--- src/rtl/multicycle_ctrl.sv ---
// Multicycle LEGv8 control unit: sequences fetch/decode/execute/memory/writeback
// over a shared datapath, with req/ready memory handshakes and sticky exceptions.
module multicycle_ctrl #(
  parameter int TIMEOUT_CYCLES = 16
) (
  input  logic        clk,
  input  logic        reset,
  input  logic [10:0] instr,
  input  logic        zero,
  input  logic        imem_ready,
  input  logic        dmem_ready,
  output logic        imem_req,
  output logic        dmem_req,
  output logic        PCWrite,
  output logic        pcSrc,
  output logic        IRWrite,
  output logic        reg2loc,
  output logic        AluSrc,
  output logic        memtoReg,
  output logic        regWrite,
  output logic        memRead,
  output logic        memWrite,
  output logic [3:0]  AluControl,
  output logic        exc,
  output logic [1:0]  exc_cause,
  output logic [3:0]  state_o
);

  typedef enum logic [3:0] {
    S_FETCH  = 4'd0,
    S_DECODE = 4'd1,
    S_EXEC_R = 4'd2,
    S_ADDR   = 4'd3,
    S_MEM_RD = 4'd4,
    S_MEM_WR = 4'd5,
    S_WB     = 4'd6,
    S_BRANCH = 4'd7,
    S_EXC    = 4'd8
  } state_e;

  typedef enum logic [1:0] {
    C_RTYPE   = 2'd0,
    C_MEM     = 2'd1,
    C_BRANCH  = 2'd2,
    C_INVALID = 2'd3
  } opclass_e;

  localparam logic [10:0] OP_ADD  = 11'b10001011000;
  localparam logic [10:0] OP_SUB  = 11'b11001011000;
  localparam logic [10:0] OP_AND  = 11'b10001010000;
  localparam logic [10:0] OP_ORR  = 11'b10101010000;
  localparam logic [10:0] OP_LDUR = 11'b11111000010;
  localparam logic [10:0] OP_STUR = 11'b11111000000;
  localparam logic [7:0]  OP_CBZ_HI = 8'b10110100;

  localparam logic [1:0] CAUSE_OPCODE  = 2'b01;
  localparam logic [1:0] CAUSE_TIMEOUT = 2'b10;

  // Counter is wide enough for any practical timeout; it saturates when disabled.
  localparam logic        TO_EN   = (TIMEOUT_CYCLES != 0);
  localparam logic [15:0] TO_LAST = 16'(TIMEOUT_CYCLES - 1);

  function automatic opclass_e classify(input logic [10:0] op);
    opclass_e c;
    case (op)
      OP_ADD, OP_SUB, OP_AND, OP_ORR: c = C_RTYPE;
      OP_LDUR, OP_STUR:               c = C_MEM;
      default:                        c = (op[10:3] == OP_CBZ_HI) ? C_BRANCH : C_INVALID;
    endcase
    return c;
  endfunction

  function automatic logic [3:0] alu_for(input logic [10:0] op);
    logic [3:0] a;
    case (op)
      OP_ADD:  a = 4'b0010;
      OP_SUB:  a = 4'b0110;
      OP_AND:  a = 4'b0000;
      OP_ORR:  a = 4'b0001;
      default: a = 4'b0010;
    endcase
    return a;
  endfunction

  state_e      state_q, state_d;
  logic [15:0] cnt_q, cnt_d;
  logic [10:0] op_q, op_d;
  logic        exc_q, exc_d;
  logic [1:0]  cause_q, cause_d;
  logic        timeout_hit;
  logic [15:0] cnt_inc;

  assign timeout_hit = TO_EN && (cnt_q == TO_LAST);
  assign cnt_inc     = (cnt_q == 16'hFFFF) ? cnt_q : cnt_q + 16'd1;

  // Next-state, bookkeeping and Moore/ready-qualified control decode.
  always_comb begin
    state_d    = state_q;
    cnt_d      = cnt_q;
    op_d       = op_q;
    exc_d      = exc_q;
    cause_d    = cause_q;
    imem_req   = 1'b0;
    dmem_req   = 1'b0;
    PCWrite    = 1'b0;
    pcSrc      = 1'b0;
    IRWrite    = 1'b0;
    reg2loc    = 1'b0;
    AluSrc     = 1'b0;
    memtoReg   = 1'b0;
    regWrite   = 1'b0;
    memRead    = 1'b0;
    memWrite   = 1'b0;
    AluControl = 4'b0010;

    case (state_q)
      S_FETCH: begin
        imem_req = 1'b1;
        if (imem_ready) begin
          IRWrite = 1'b1;
          PCWrite = 1'b1;
          state_d = S_DECODE;
        end else if (timeout_hit) begin
          state_d = S_EXC;
          cause_d = CAUSE_TIMEOUT;
        end else begin
          cnt_d = cnt_inc;
        end
      end
      S_DECODE: begin
        // Decode uses the live opcode; everything after uses the latched copy.
        op_d    = instr;
        reg2loc = (instr == OP_STUR) || (classify(instr) == C_BRANCH);
        case (classify(instr))
          C_RTYPE:  state_d = S_EXEC_R;
          C_MEM:    state_d = S_ADDR;
          C_BRANCH: state_d = S_BRANCH;
          default: begin
            state_d = S_EXC;
            cause_d = CAUSE_OPCODE;
          end
        endcase
      end
      S_EXEC_R: begin
        AluControl = alu_for(op_q);
        state_d    = S_WB;
      end
      S_ADDR: begin
        AluSrc  = 1'b1;
        state_d = (op_q == OP_LDUR) ? S_MEM_RD : S_MEM_WR;
      end
      S_MEM_RD: begin
        dmem_req = 1'b1;
        memRead  = 1'b1;
        if (dmem_ready) begin
          state_d = S_WB;
        end else if (timeout_hit) begin
          state_d = S_EXC;
          cause_d = CAUSE_TIMEOUT;
        end else begin
          cnt_d = cnt_inc;
        end
      end
      S_MEM_WR: begin
        dmem_req = 1'b1;
        memWrite = 1'b1;
        reg2loc  = 1'b1;
        if (dmem_ready) begin
          state_d = S_FETCH;
        end else if (timeout_hit) begin
          state_d = S_EXC;
          cause_d = CAUSE_TIMEOUT;
        end else begin
          cnt_d = cnt_inc;
        end
      end
      S_WB: begin
        regWrite = 1'b1;
        memtoReg = (op_q == OP_LDUR);
        state_d  = S_FETCH;
      end
      S_BRANCH: begin
        AluControl = 4'b0111;
        PCWrite    = zero;
        pcSrc      = 1'b1;
        state_d    = S_FETCH;
      end
      S_EXC: begin
        state_d = S_EXC;
      end
      default: begin
        state_d = S_EXC;
        cause_d = CAUSE_OPCODE;
      end
    endcase

    // Every state change is an entry, so the wait counter always starts from zero.
    if (state_d != state_q) begin
      cnt_d = 16'd0;
    end else begin
      cnt_d = cnt_d;
    end

    if (state_d == S_EXC) begin
      exc_d = 1'b1;
    end else begin
      exc_d = exc_q;
    end

    // A reset cycle must never commit PC/IR/register/memory side effects.
    if (reset) begin
      imem_req = 1'b0;
      dmem_req = 1'b0;
      PCWrite  = 1'b0;
      IRWrite  = 1'b0;
      regWrite = 1'b0;
      memRead  = 1'b0;
      memWrite = 1'b0;
    end else begin
      imem_req = imem_req;
    end
  end

  // State, latched opcode, wait counter and sticky exception registers.
  always_ff @(posedge clk) begin
    if (reset) begin
      state_q <= S_FETCH;
      cnt_q   <= 16'd0;
      op_q    <= 11'd0;
      exc_q   <= 1'b0;
      cause_q <= 2'b00;
    end else begin
      state_q <= state_d;
      cnt_q   <= cnt_d;
      op_q    <= op_d;
      exc_q   <= exc_d;
      cause_q <= cause_d;
    end
  end

  assign exc       = exc_q;
  assign exc_cause = cause_q;
  assign state_o   = state_q;

endmodule

--- config.mk ---
export PLATFORM = sky130hd
export DESIGN_NAME = multicycle_ctrl
export DESIGN_NICKNAME = d
export VERILOG_FILES = /design/src/rtl/multicycle_ctrl.sv
export SDC_FILE = /design/constraint.sdc
export NUM_CORES = 1
export LEC_CHECK = 0
export CORE_MARGIN = 4
export CORE_UTILIZATION = 53
export CTS_CLUSTER_DIAMETER = 50
export DETAILED_ROUTE_END_ITERATION = 6
export GPL_TIMING_DRIVEN = 0
export MAX_ROUTING_LAYER = met4
export PLACE_DENSITY = 0.8
export SLEW_MARGIN = 20
export SYNTH_ARGS = -nofsm -noshare
export SYNTH_HDL_FRONTEND = slang
export SYNTH_SLANG_ARGS = --single-unit
--- constraint.sdc ---
create_clock -name clk -period 2.5 [get_ports clk]
set_input_delay 0.375 -clock clk [delete_from_list [all_inputs] [get_ports clk]]
set_output_delay 0.375 -clock clk [all_outputs]
set_load 0.005 [all_outputs]
==> load_flow_metrics.sql, run 1 <==
INSERT INTO impl_metrics (metric_group, metric, value, unit) VALUES
('outcome', 'outcome', 'complete, no violations', ''),
('worst_setup_path', 'regToRegStartpoint', 'cnt_q[0]$_SDFFE_PP0P_', ''),
('floorplanning', 'io_pins', '38', ''),
('clocking', 'numClockSinks', '34', ''),
('clocking', 'cts-buffers-inserted', '5', ''),
('power_and_ir_drop', 'power.clock.fraction', '0.393', ''),
('clocking', 'cts_max_level', '2', ''),
('drt', 'postRouteAntennaNets', '0', ''),
('power_and_ir_drop', 'ir_drop', '371.1', 'uV'),
('synth', 'netlist_area', '0.002257', 'sq mm'),
('clocking', 'max-clock-path-buffers', '2', ''),
('power_and_ir_drop', 'pwr-share-seq', '0.433', ''),
('timing', 'grt_setup_unrepaired', 'no', ''),
('final_layout', 'mostFrequentLayoutCell', 'sky130_fd_sc_hd__nand2_1', ''),
('placed_design', 'detailedPlace.worstSlack', '-0.6935', 'ns'),
('drt', 'final_wirelength', '5.756', 'mm'),
('clocking', 'cts_root_buf', 'sky130_fd_sc_hd__clkbuf_8', ''),
('global_routing', 'grt_pass1_wl', '9.908', 'mm'),
('synth', 'synth_top_cell_area_share', '0.3016', ''),
('final_layout', 'final_cell_mix', 'sky130_fd_sc_hd__nand2_1, sky130_fd_sc_hd__dfxtp_1, sky130_fd_sc_hd__clkdlybuf4s50_1, sky130_fd_sc_hd__a21oi_1, sky130_fd_sc_hd__nor2_1', ''),
('synth', 'synth-edff-count', '0', ''),
('timing', 'finalSetupViolCount', '0', ''),
('clocking', 'clk_pin_slew_worst_paths', '0.07', 'ns'),
('placed_design', 'io_buffer_count', '36', ''),
('worst_setup_path', 'critical_path_capture_point_type', 'primary output', ''),
('timing', 'timing_max_transition_violations_final', '0', ''),
('timing', 'post-route-period-util', '0.9520', ''),
('synth', 'postSynthAreaPerCell', '8.422', 'sq um'),
('drt', 'viasPerCell', '5.907', ''),
('global_routing', 'gr-usage-all-layers', '0.2413', ''),
('job', 'drv_cap', '0', ''),
('hold_path', 'path_type_of_the_worst_min_delay_path', 'input pin to register', ''),
('synth', 'synth_cell_types', '59', ''),
('synth', 'library_cell_with_the_largest_summed_area_after_synthesis', 'sky130_fd_sc_hd__dfxtp_1', ''),
('floorplanning', 'die_height', '73.26', 'microns'),
('synth', 'synthArstFlopShare', '0', ''),
('power_and_ir_drop', 'internal_power', '0.0009792', 'W'),
('global_routing', 'antenna_found_initial', '0', ''),
('placed_design', 'hpwl', '4.295', 'mm'),
('timing', 'finalCriticalPeriod', '2.380', 'ns'),
('worst_setup_path', 'timing.reg2reg.setup_slack', '0.46', 'ns'),
('synth', 'synthFlopType', 'sky130_fd_sc_hd__dfxtp_1', ''),
('timing', 'report.final.hold_viol_count', '0', ''),
('worst_setup_path', 'worstPathRequired', '2.12', 'ns'),
('timing', 'clock.fmax', '0.4202', 'GHz'),
('final_layout', 'drive_above_1_share', '0.2215', ''),
('floorplanning', 'placement_rows', '23', ''),
('clocking', 'cts_tree', 'built', ''),
('floorplanning', 'design.core.area', '0.004058', 'sq mm'),
('synth', 'yosys_warnings', '0', ''),
('timing', 'hold-worst-slack', '0.3680', 'ns'),
('worst_setup_path', 'cp_max_fo', '5', ''),
('floorplanning', 'start_util', '0.5563', ''),
('clocking', 'worst_skew_pair.late_latency', '0.29', 'ns'),
('worst_setup_path', 'capture_point_of_the_worst_reg_to_reg_path', 'cnt_q[14]$_SDFFE_PP0P_', ''),
('drt', 'drt_pre_antenna_iters', '4', ''),
('drt', 'route.vias.total', '2162', ''),
('synth', 'synthCells', '268', ''),
('synth', 'synth-seq-cells', '34', ''),
('timing', 'skew', '0.009872', 'ns'),
('hold_path', 'hold-path-cell-count', '3', ''),
('synth', 'post_synthesis_net_count', '288', ''),
('drt', 'mean_routed_wirelength_per_cell', '15.73', 'microns'),
('power_and_ir_drop', 'power.switching_fraction', '0.2591', ''),
('power_and_ir_drop', 'power_density', '451.6', 'mW/mm^2'),
('synth', 'share_of_the_yosys_chip_area_belonging_to_registers', '0.3016', ''),
('timing', 'finalWorstSetupSlack', '0.1200', 'ns'),
('floorplanning', 'dieArea', '0.005367', 'sq mm'),
('placed_design', 'place_congestion', '0.9332', ''),
('hold_path', 'hold_end', 'op_q[4]$_SDFFE_PP0P_', ''),
('power_and_ir_drop', 'power.static_leakage', '1.037', 'nW');
synthesized netlist by cell type (5+ instances only):
master and instances:
sky130_fd_sc_hd__nand2_1 36, sky130_fd_sc_hd__dfxtp_1 34, sky130_fd_sc_hd__a21oi_1 17, sky130_fd_sc_hd__nor2_1 15, sky130_fd_sc_hd__a211oi_2 12, sky130_fd_sc_hd__inv_1 11, sky130_fd_sc_hd__or3_1 11, sky130_fd_sc_hd__nand4_1 9
sky130_fd_sc_hd__o21ai_1 8, sky130_fd_sc_hd__nand3_1 7, sky130_fd_sc_hd__nor3_1 7, sky130_fd_sc_hd__o21ai_0 7, sky130_fd_sc_hd__and3_1 5, sky130_fd_sc_hd__buf_2 5, sky130_fd_sc_hd__clkbuf_1 5, sky130_fd_sc_hd__nor3_2 5
sky130_fd_sc_hd__o31ai_1 5
per-stage QoR:
step                 power, W  instances  utilization
global route         0.001386        366       0.7212
detailed placement  0.0007994        354       0.6605
global placement    0.0007961        354       0.6605
finish               0.001322        366       0.7212
CTS                  0.001325        364       0.7129
floorplan           0.0007165        268            -
how the worst max path moves through the flow:
stage | from | end | slack, ns | cells after the start
after floorplan | instr[5] | cnt_q[0]$_SDFFE_PP0P_ | 0.24 | 8
after detailed placement | instr[5] | cnt_q[2]$_SDFFE_PP0P_ | -0.69 | 9
after global routing | instr[1] | reg2loc | 0.02 | 9
after global placement | instr[5] | cnt_q[1]$_SDFFE_PP0P_ | -0.55 | 9
final | reset | PCWrite | 0.12 | 6
after CTS | instr[6] | reg2loc | 0.004 | 7
state kept, by name, indices dropped and copies added (netlist names):
| signal | count |
|---|---|
| state_o | 4 |
| cnt_q | 16 |
| exc | 1 |
| op_q | 11 |
| exc_cause | 2 |
what timing repair did:
item / 4_1_cts / 5_1_grt
hold buffers: 0 / 0
setup endpoints to repair: 24 / 5
buffers inserted: 5 / 2
pin swaps: 5 / 8
resized for setup: 28 / 12
routing by layer:
| layer | vias up | track usage | share of wire | wire [microns] |
|---|---|---|---|---|
| li1 | 1093 | - | - | - |
| met1 | 1022 | 0.2920 | 0.42 | 2428 |
| met2 | 43 | 0.4201 | 0.53 | 3047 |
| met3 | 4 | 0.04104 | 0.043 | 249 |
| met4 | 0 | 0.04918 | 0.0054 | 31 |
| met5 | - | - | 0 | 0 |
worst max-delay path: stages:
cell and delay (ns):
sky130_fd_sc_hd__clkdlybuf4s50_1 0.53, sky130_fd_sc_hd__inv_1 0.12, sky130_fd_sc_hd__and3_1 0.17, sky130_fd_sc_hd__and2_1 0.16, sky130_fd_sc_hd__a31o_2 0.20, sky130_fd_sc_hd__clkdlybuf4s50_1 0.44
kinds of logic after synthesis:
family	synth area share
XOR/XNOR	0.01164
adder cells (fa/ha/maj)	0.02217
buffers and inverters	0.06430
AND/OR/NAND/NOR	0.3487
AO/OA/AOI/OAI	0.2267
multiplexers	0.02328
other	0.001661
flip-flops	0.3016
area by class of cell:
| class | count | area (sq um) |
|---|---|---|
| multi-input combinational | 206 | 1490 |
| sequential | 34 | 688.2 |
| clock inverter | 1 | 30.03 |
| inverter | 12 | 45.04 |
| timing repair buffer | 43 | 421.7 |
| fill | 349 | 1131 |
| clock buffer | 6 | 82.58 |
| buffer | 14 | 106.4 |
| tap | 50 | 62.56 |
power groups by stage:
stage	logic, W	clock network [W]	registers (W)
after floorplan	0.000135	0	0.000582
after global placement	0.000213	0	0.000583
after detailed placement	0.000216	0	0.000584
after CTS	0.000227	0.000525	0.000573
after global routing	0.000251	0.000561	0.000574
final	0.000230	0.000519	0.000572
Power figures use the tool's default switching activity.
==> run 2: changes to the inputs <==
--- a/config.mk
+++ b/config.mk
@@ -5,13 +5,16 @@
 export SDC_FILE = /design/constraint.sdc
 export NUM_CORES = 1
 export LEC_CHECK = 0
+export CELL_PAD_IN_SITES_DETAIL_PLACEMENT = 1
+export CELL_PAD_IN_SITES_GLOBAL_PLACEMENT = 2
 export CORE_MARGIN = 4
-export CORE_UTILIZATION = 53
+export CORE_UTILIZATION = 32
 export CTS_CLUSTER_DIAMETER = 50
+export CTS_CLUSTER_SIZE = 14
 export DETAILED_ROUTE_END_ITERATION = 6
 export GPL_TIMING_DRIVEN = 0
 export MAX_ROUTING_LAYER = met4
-export PLACE_DENSITY = 0.8
+export PLACE_DENSITY_LB_ADDON = 0.1
 export SLEW_MARGIN = 20
 export SYNTH_ARGS = -nofsm -noshare
 export SYNTH_HDL_FRONTEND = slang
==> run 2 against run 1 <==
Against the previous run:
- hold slack got worse by 0.010 ns
- non-clock buffer count up 4
- register-to-register slack is essentially flat
- total power increased by 9.5%
- clock power rose by 21%
- worst setup slack worse by 0.037 ns
- routed wire length grew 21%
- global-route usage shrank 6.6 points
- core utilization is 28 points lower
- largest power group is now clock
==> load_flow_metrics.sql, run 2 (same netlist as run 1, synthesis figures left out) <==
INSERT INTO impl_metrics (metric_group, metric, value, unit) VALUES
('outcome', 'outcome', 'complete, no violations', ''),
('floorplanning', 'start_util', '0.3304', ''),
('floorplanning', 'die_w', '91.99', 'microns'),
('worst_setup_path', 'critical_path_capture_point_type', 'primary output', ''),
('final_layout', 'largest_reg_flops', '16', ''),
('global_routing', 'grt_ovf', '0', ''),
('timing', 'finalCriticalPeriod', '2.417', 'ns'),
('floorplanning', 'design.core.area', '0.006832', 'sq mm'),
('final_layout', 'drive_above_1_share', '0.2430', ''),
('hold_path', 'path_type_of_the_worst_min_delay_path', 'input pin to register', ''),
('floorplanning', 'io_pins', '38', ''),
('drt', 'initialDrtViolationCount', '90', ''),
('drt', 'postRouteAntennaNets', '0', ''),
('placed_design', 'hpwl', '5.096', 'mm'),
('worst_setup_path', 'critPathMaxStageDelay', '0.55', 'ns'),
('worst_setup_path', 'cp_data_arrival_time', '2.04', 'ns'),
('floorplanning', 'die_height', '91.99', 'microns'),
('timing', 'finalSetupViolCount', '0', ''),
('floorplanning', 'placement_rows', '30', ''),
('clocking', 'worst_skew_pair.late_latency', '0.29', 'ns'),
('global_routing', 'largest_net_degree_at_the_start_of_global_routing', '13', ''),
('hold_path', 'holdCritStartpoint', 'instr[1]', ''),
('drt', 'viasPerCell', '5.391', ''),
('final_layout', 'mostFrequentLayoutCell', 'sky130_fd_sc_hd__nand2_1', ''),
('power_and_ir_drop', 'power', '0.001448', 'W'),
('placed_design', 'io_buffer_count', '36', ''),
('power_and_ir_drop', 'power.static_leakage', '1.043', 'nW'),
('drt', 'route.vias.total', '2248', ''),
('placed_design', 'detailedPlace.worstSlack', '-0.6402', 'ns'),
('hold_path', 'hold-path-cell-count', '3', ''),
('hold_path', 'hold_end', 'op_q[1]$_SDFFE_PP0P_', ''),
('drt', 'mean_routed_wirelength_per_cell', '16.72', 'microns'),
('timing', 'post-route-period-util', '0.9669', ''),
('job', 'drv_cap', '0', ''),
('timing', 'skew', '0.007762', 'ns'),
('clocking', 'cts_max_level', '2', ''),
('timing', 'report.final.hold_viol_count', '0', ''),
('drt', 'final_routed_drc_violation_total', '0', ''),
('timing', 'clock.fmax', '0.4137', 'GHz'),
('final_layout', 'register_ranked_first_by_flip_flop_count', 'cnt_q', ''),
('worst_setup_path', 'timing.reg2reg.setup_slack', '0.47', 'ns'),
('worst_setup_path', 'criticalPathCategory', 'register to primary output', ''),
('global_routing', 'gr-usage-all-layers', '0.1755', ''),
('power_and_ir_drop', 'power_density', '477.6', 'mW/mm^2'),
('final_layout', 'final_cell_mix', 'sky130_fd_sc_hd__nand2_1, sky130_fd_sc_hd__dfxtp_1, sky130_fd_sc_hd__clkdlybuf4s50_1, sky130_fd_sc_hd__a21oi_1, sky130_fd_sc_hd__nor2_1', ''),
('global_routing', 'grt_pass1_wl', '11.50', 'mm'),
('worst_setup_path', 'cp_slowest_cell', 'sky130_fd_sc_hd__clkdlybuf4s50_1', ''),
('final_layout', 'insertedDiodeCount', '0', ''),
('clocking', 'cts_root_buf', 'sky130_fd_sc_hd__clkbuf_8', ''),
('worst_setup_path', 'regToRegStartpoint', 'state_o[0]$_SDFF_PP0_', ''),
('timing', 'timing_max_transition_violations_final', '0', ''),
('placed_design', 'place_congestion', '0.8185', ''),
('worst_setup_path', 'reg2reg_depth', '7', ''),
('worst_setup_path', 'worstPathRequired', '2.12', 'ns'),
('clocking', 'numClockSinks', '34', ''),
('clocking', 'cts-buffers-inserted', '5', ''),
('final_layout', 'final_net_count', '340', ''),
('drt', 'drt_pre_antenna_iters', '4', ''),
('timing', 'grt_setup_unrepaired', 'yes', ''),
('worst_setup_path', 'crit_path_start_kind', 'register', ''),
('worst_setup_path', 'cp_cell_sequence', 'nand4bb_4 -> nor4_4 -> nor3b_1 -> clkdlybuf4s50_1', ''),
('worst_setup_path', 'critPathTopFamily', 'simple AND/OR/NAND/NOR gates', ''),
('global_routing', 'via_count_of_the_first_global_routing_pass', '2294', ''),
('final_layout', 'syn_to_final_growth', '34.31', '%'),
('timing', 'worstMarginPinSlew', '0.5523', 'ns'),
('worst_setup_path', 'crit_start', 'op_q[2]$_SDFFE_PP0P_', ''),
('timing', 'max_slew_margin', '0.6318', ''),
('clocking', 'cts_tree', 'built', ''),
('floorplanning', 'dieArea', '0.008461', 'sq mm'),
('timing', 'finalWorstSetupSlack', '0.08264', 'ns'),
('drt', 'final_wirelength', '6.974', 'mm'),
('clocking', 'clk_pin_slew_worst_paths', '0.08', 'ns'),
('worst_setup_path', 'worstPathBufferInverterCount', '1', ''),
('worst_setup_path', 'cp_max_fo', '2', ''),
('power_and_ir_drop', 'ir_drop', '233.8', 'uV'),
('global_routing', 'antenna_found_initial', '0', ''),
('final_layout', 'nFillCells', '830', ''),
('clocking', 'max-clock-path-buffers', '2', ''),
('worst_setup_path', 'capture_point_of_the_worst_reg_to_reg_path', 'cnt_q[7]$_SDFFE_PP0P_', ''),
('clocking', 'cts.hold.buffers_added', '0', '');
==> run 2: changes by cell type in the layout (fill, tap and decap cells not counted), sizes merged <==
cell | previous run | this run
buf | 16 | 20
bufinv | 1 | 2
clkdlybuf4s15 | 0 | 1
clkinv | 0 | 1
dlygate4sd2 | 9 | 12
dlymetal6s2s | 5 | 0
==> run 2: how the worst max path moves through the flow <==
stage,slack [ns],depth (start not counted),to
after floorplan,0.24,8,cnt_q[0]$_SDFFE_PP0P_
after global placement,-0.65,9,cnt_q[3]$_SDFFE_PP0P_
after detailed placement,-0.64,9,cnt_q[0]$_SDFFE_PP0P_
after CTS,0.03,7,PCWrite
after global routing,-0.003,6,PCWrite
final,0.08,4,memtoReg
==> run 2: power breakdown <==
part	internal [W]	switching (W)
sequential	0.000556	0.0000149
clock	0.000400	0.000227
combinational	0.000113	0.000137
==> run 2: routing by layer <==
layer | share of wire | GRT usage | up-vias
met5 | 0 | - | -
met4 | 0.014 | 0.05446 | 0
met3 | 0.030 | 0.03281 | 9
met2 | 0.51 | 0.3029 | 32
met1 | 0.45 | 0.2067 | 1104
li1 | - | - | 1103
==> run 2: area by class of cell <==
type,count,area (sq um),area share
plain buffers,14,113.9,0.03756
flip-flops and latches,34,691.9,0.2282
repair buffers,47,444.2,0.1465
multi-input cells,206,1479,0.4878
clock buffers,5,68.82,0.02270
inverters,12,45.04,0.01486
clock inverters,3,68.82,0.02270
well taps,96,120.1,0.03962
==> run 2: worst min-delay path, cell delays in order <==
cell                       delay, ns
sky130_fd_sc_hd__clkbuf_2       0.12
sky130_fd_sc_hd__nand2_1        0.06
sky130_fd_sc_hd__a21oi_1        0.05
==> run 2: timing repair <==
action | in CTS | in global routing
resized for setup | 34 | 17
endpoints found under the hold margin | 0 | 0
endpoints found under the setup margin | 25 | 22
buffers inserted | 8 | 2
cloned | 0 | 1
pin swaps | 6 | 5
==> run 2: through the flow <==
stage	instance area (sq um)	setup TNS (ns)	std cells	hold slack, ns	util
2_1_floorplan	2257	0	268	0.4366	-
3_3_place_gp	2738	-10.31	400	0.4463	0.4007
3_5_place_dp	2738	-10.17	400	0.4513	0.4007
4_1_cts	2967	0	414	0.4665	0.4342
5_1_grt	3032	-0.003463	417	0.3743	0.4438
6_report	3032	0	417	0.3576	0.4438
==> run 3: changes to the inputs <==
--- a/config.mk
+++ b/config.mk
@@ -15,6 +15,7 @@
 export GPL_TIMING_DRIVEN = 0
 export MAX_ROUTING_LAYER = met4
 export PLACE_DENSITY_LB_ADDON = 0.1
+export SKIP_CTS_REPAIR_TIMING = 1
 export SLEW_MARGIN = 20
 export SYNTH_ARGS = -nofsm -noshare
 export SYNTH_HDL_FRONTEND = slang
==> run 3 against run 2 <==
Against the previous run:
- via count fell by 0.76%
- global-route usage fell by 0.51 points
- non-clock buffer count rose by 2
- combinational power rose by 10%
- sequential share of layout area fell by 0.83 points
- clock-buffer cell count did not move
- flip-flop and latch count did not move
==> load_flow_metrics.sql, run 3 (same netlist as run 1, synthesis figures left out) <==
INSERT INTO impl_metrics (metric_group, metric, value, unit) VALUES
('clocking', 'cts_max_level', '2', ''),
('worst_setup_path', 'crit_path_start_kind', 'register', ''),
('timing', 'max_slew_margin', '0.6338', ''),
('placed_design', 'hpwl', '5.096', 'mm'),
('floorplanning', 'io_pins', '38', ''),
('final_layout', 'final_net_count', '342', ''),
('power_and_ir_drop', 'power.combinational.fraction', '0.187', ''),
('placed_design', 'place_congestion', '0.8185', ''),
('final_layout', 'mostFrequentLayoutCell', 'sky130_fd_sc_hd__nand2_1', ''),
('worst_setup_path', 'cp_cell_sequence', 'buf_4 -> nor2_1 -> and3_1 -> and2_1 -> a31o_2 -> clkdlybuf4s50_1', ''),
('global_routing', 'grt_pass1_wl', '11.14', 'mm'),
('power_and_ir_drop', 'power_density', '473.3', 'mW/mm^2'),
('final_layout', 'syn_to_final_growth', '37.86', '%'),
('power_and_ir_drop', 'power.switching_fraction', '0.2592', ''),
('worst_setup_path', 'worstPathRequired', '2.12', 'ns'),
('worst_setup_path', 'critical_path_capture_point_type', 'primary output', ''),
('worst_setup_path', 'reg2reg_depth', '7', ''),
('placed_design', 'dpl_cell_area', '0.002738', 'sq mm'),
('hold_path', 'holdCritStartpoint', 'instr[8]', ''),
('hold_path', 'hold-path-cell-count', '3', ''),
('worst_setup_path', 'cp_data_arrival_time', '2.06', 'ns'),
('final_layout', 'drive_above_1_share', '0.2322', ''),
('timing', 'worstMarginPinSlew', '0.5493', 'ns'),
('hold_path', 'path_type_of_the_worst_min_delay_path', 'input pin to register', ''),
('clocking', 'max-clock-path-buffers', '2', ''),
('placed_design', 'placed_cells_incl_taps', '400', ''),
('timing', 'finalWorstSetupSlack', '0.06379', 'ns'),
('worst_setup_path', 'timing.reg2reg.setup_slack', '0.44', 'ns'),
('final_layout', 'final_cell_mix', 'sky130_fd_sc_hd__nand2_1, sky130_fd_sc_hd__dfxtp_1, sky130_fd_sc_hd__clkdlybuf4s50_1, sky130_fd_sc_hd__a21oi_1, sky130_fd_sc_hd__dlymetal6s2s_1', ''),
('placed_design', 'io_buffer_count', '36', ''),
('timing', 'report.final.hold_viol_count', '0', ''),
('drt', 'mean_routed_wirelength_per_cell', '16.62', 'microns'),
('timing', 'finalCriticalPeriod', '2.436', 'ns'),
('drt', 'final_wirelength', '6.965', 'mm'),
('timing', 'post-route-period-util', '0.9745', ''),
('final_layout', 'largest_reg_flops', '16', ''),
('drt', 'initialDrtViolationCount', '73', ''),
('worst_setup_path', 'capture_point_of_the_worst_reg_to_reg_path', 'cnt_q[5]$_SDFFE_PP0P_', ''),
('worst_setup_path', 'critPathTopFamily', 'simple AND/OR/NAND/NOR gates', ''),
('clocking', 'numClockSinks', '34', ''),
('worst_setup_path', 'cp_max_fo', '10', ''),
('worst_setup_path', 'cp_slowest_cell', 'sky130_fd_sc_hd__clkdlybuf4s50_1', ''),
('floorplanning', 'design.core.area', '0.006832', 'sq mm'),
('clocking', 'clk_pin_slew_worst_paths', '0.08', 'ns'),
('drt', 'final_routed_drc_violation_total', '0', ''),
('clocking', 'cts-buffers-inserted', '5', ''),
('worst_setup_path', 'regToRegStartpoint', 'cnt_q[0]$_SDFFE_PP0P_', ''),
('drt', 'drt_pre_antenna_iters', '5', ''),
('outcome', 'outcome', 'complete, no violations', ''),
('clocking', 'cts_root_buf', 'sky130_fd_sc_hd__clkbuf_8', ''),
('worst_setup_path', 'criticalPathCategory', 'register to primary output', ''),
('drt', 'postRouteAntennaNets', '0', ''),
('timing', 'finalSetupViolCount', '0', ''),
('placed_design', 'detailedPlace.worstSlack', '-0.6402', 'ns'),
('floorplanning', 'start_util', '0.3304', ''),
('power_and_ir_drop', 'pwr-share-seq', '0.388', ''),
('hold_path', 'hold_end', 'op_q[8]$_SDFFE_PP0P_', ''),
('clocking', 'worst_skew_pair.late_latency', '0.29', 'ns'),
('global_routing', 'via_count_of_the_first_global_routing_pass', '2219', ''),
('global_routing', 'grt_ovf', '0', ''),
('timing', 'clock.fmax', '0.4105', 'GHz'),
('power_and_ir_drop', 'ir_drop', '233.5', 'uV'),
('global_routing', 'antenna_found_initial', '0', ''),
('floorplanning', 'die_w', '91.99', 'microns'),
('job', 'drv_cap', '0', ''),
('global_routing', 'gr-usage-all-layers', '0.1704', ''),
('global_routing', 'largest_net_degree_at_the_start_of_global_routing', '13', ''),
('power_and_ir_drop', 'internal_power', '0.001091', 'W'),
('final_layout', 'postLayoutCellArea', '0.003112', 'sq mm'),
('final_layout', 'insertedDiodeCount', '0', ''),
('timing', 'grt_setup_unrepaired', 'yes', ''),
('clocking', 'cts_tree', 'built', ''),
('timing', 'timing_max_transition_violations_final', '0', ''),
('power_and_ir_drop', 'power.static_leakage', '1.189', 'nW'),
('final_layout', 'final-instance-count-excl-fill', '419', ''),
('worst_setup_path', 'critPathMaxStageDelay', '0.50', 'ns'),
('drt', 'viasPerCell', '5.325', ''),
('timing', 'skew', '0.005008', 'ns'),
('power_and_ir_drop', 'power.clock.fraction', '0.424', ''),
('floorplanning', 'dieArea', '0.008461', 'sq mm'),
('floorplanning', 'die_height', '91.99', 'microns'),
('worst_setup_path', 'worstPathBufferInverterCount', '2', ''),
('floorplanning', 'placement_rows', '30', ''),
('power_and_ir_drop', 'power.switching', '0.0003817', 'W'),
('final_layout', 'register_ranked_first_by_flip_flop_count', 'cnt_q', ''),
('drt', 'route.vias.total', '2231', '');
==> run 3: cell count changes in the layout (fill, tap and decap cells not counted), moves of 2 or more <==
cell,change
sky130_fd_sc_hd__dlymetal6s2s_1,+15
sky130_fd_sc_hd__dlygate4sd2_1,-12
sky130_fd_sc_hd__buf_4,+2
sky130_fd_sc_hd__clkbuf_2,-2
sky130_fd_sc_hd__dfxtp_1,+2
sky130_fd_sc_hd__dfxtp_4,-2
==> run 3: area by class of cell <==
type,count,area [sq um]
multi-input cells,206,1481
flip-flops and latches,34,684.4
fillers,825,3720
plain buffers,16,132.6
repair buffers,47,510.5
inverters,12,45.04
clock inverters,3,68.82
well taps,96,120.1
clock buffers,5,68.82
==> run 3: per-stage QoR <==
| step | power (W) | TNS [ns] | hold WS [ns] | util |
|---|---|---|---|---|
| floorplan | 0.0007165 | 0 | 0.4366 | - |
| global placement | 0.0008081 | -10.31 | 0.4463 | 0.4007 |
| detailed placement | 0.0008092 | -10.17 | 0.4513 | 0.4007 |
| CTS | 0.001440 | -6.218 | 0.4665 | 0.4209 |
| global route | 0.001542 | -0.04464 | 0.4136 | 0.4555 |
| finish | 0.001473 | 0 | 0.3864 | 0.4555 |
==> run 3: worst max path at each step <==
stage | slack [ns] | startpoint | endpoint | cells after the start
after global placement | -0.65 | instr[5] | cnt_q[3]$_SDFFE_PP0P_ | 9
after CTS | -0.49 | instr[5] | reg2loc | 6
after floorplan | 0.24 | instr[5] | cnt_q[0]$_SDFFE_PP0P_ | 8
after global routing | -0.04 | state_o[2]$_SDFF_PP0_ | PCWrite | 6
final | 0.06 | state_o[2]$_SDFF_PP0_ | PCWrite | 6
after detailed placement | -0.64 | instr[5] | cnt_q[0]$_SDFFE_PP0P_ | 9
==> run 3: worst reg2reg max path, delay by kind of cell (launching register included) <==
kind | cells | cell delay (ns)
buffers and inverters | 1 | 0.19
and+or+nand+nor | 2 | 0.42
AOI/OAI and AO/OA | 3 | 0.81
DFF | 1 | 0.34
adders and majority gates | 1 | 0.23
==> run 3: power groups by stage <==
| stage | clock network (W) | registers [W] | logic [W] |
|---|---|---|---|
| 2_1_floorplan | 0 | 0.000582 | 0.000135 |
| 3_3_place_gp | 0 | 0.000585 | 0.000223 |
| 3_5_place_dp | 0 | 0.000585 | 0.000224 |
| 4_1_cts | 0.000642 | 0.000573 | 0.000225 |
| 5_1_grt | 0.000665 | 0.000575 | 0.000302 |
| 6_report | 0.000625 | 0.000572 | 0.000276 |
==> run 3: layer usage <==
metal / share of wire / global-route usage / routed length, microns
met2: 0.51 / 0.2901 / 3530
met5: 0 / - / 0
met4: 0.0098 / 0.04950 / 68
met1: 0.45 / 0.2052 / 3169
met3: 0.028 / 0.03199 / 196
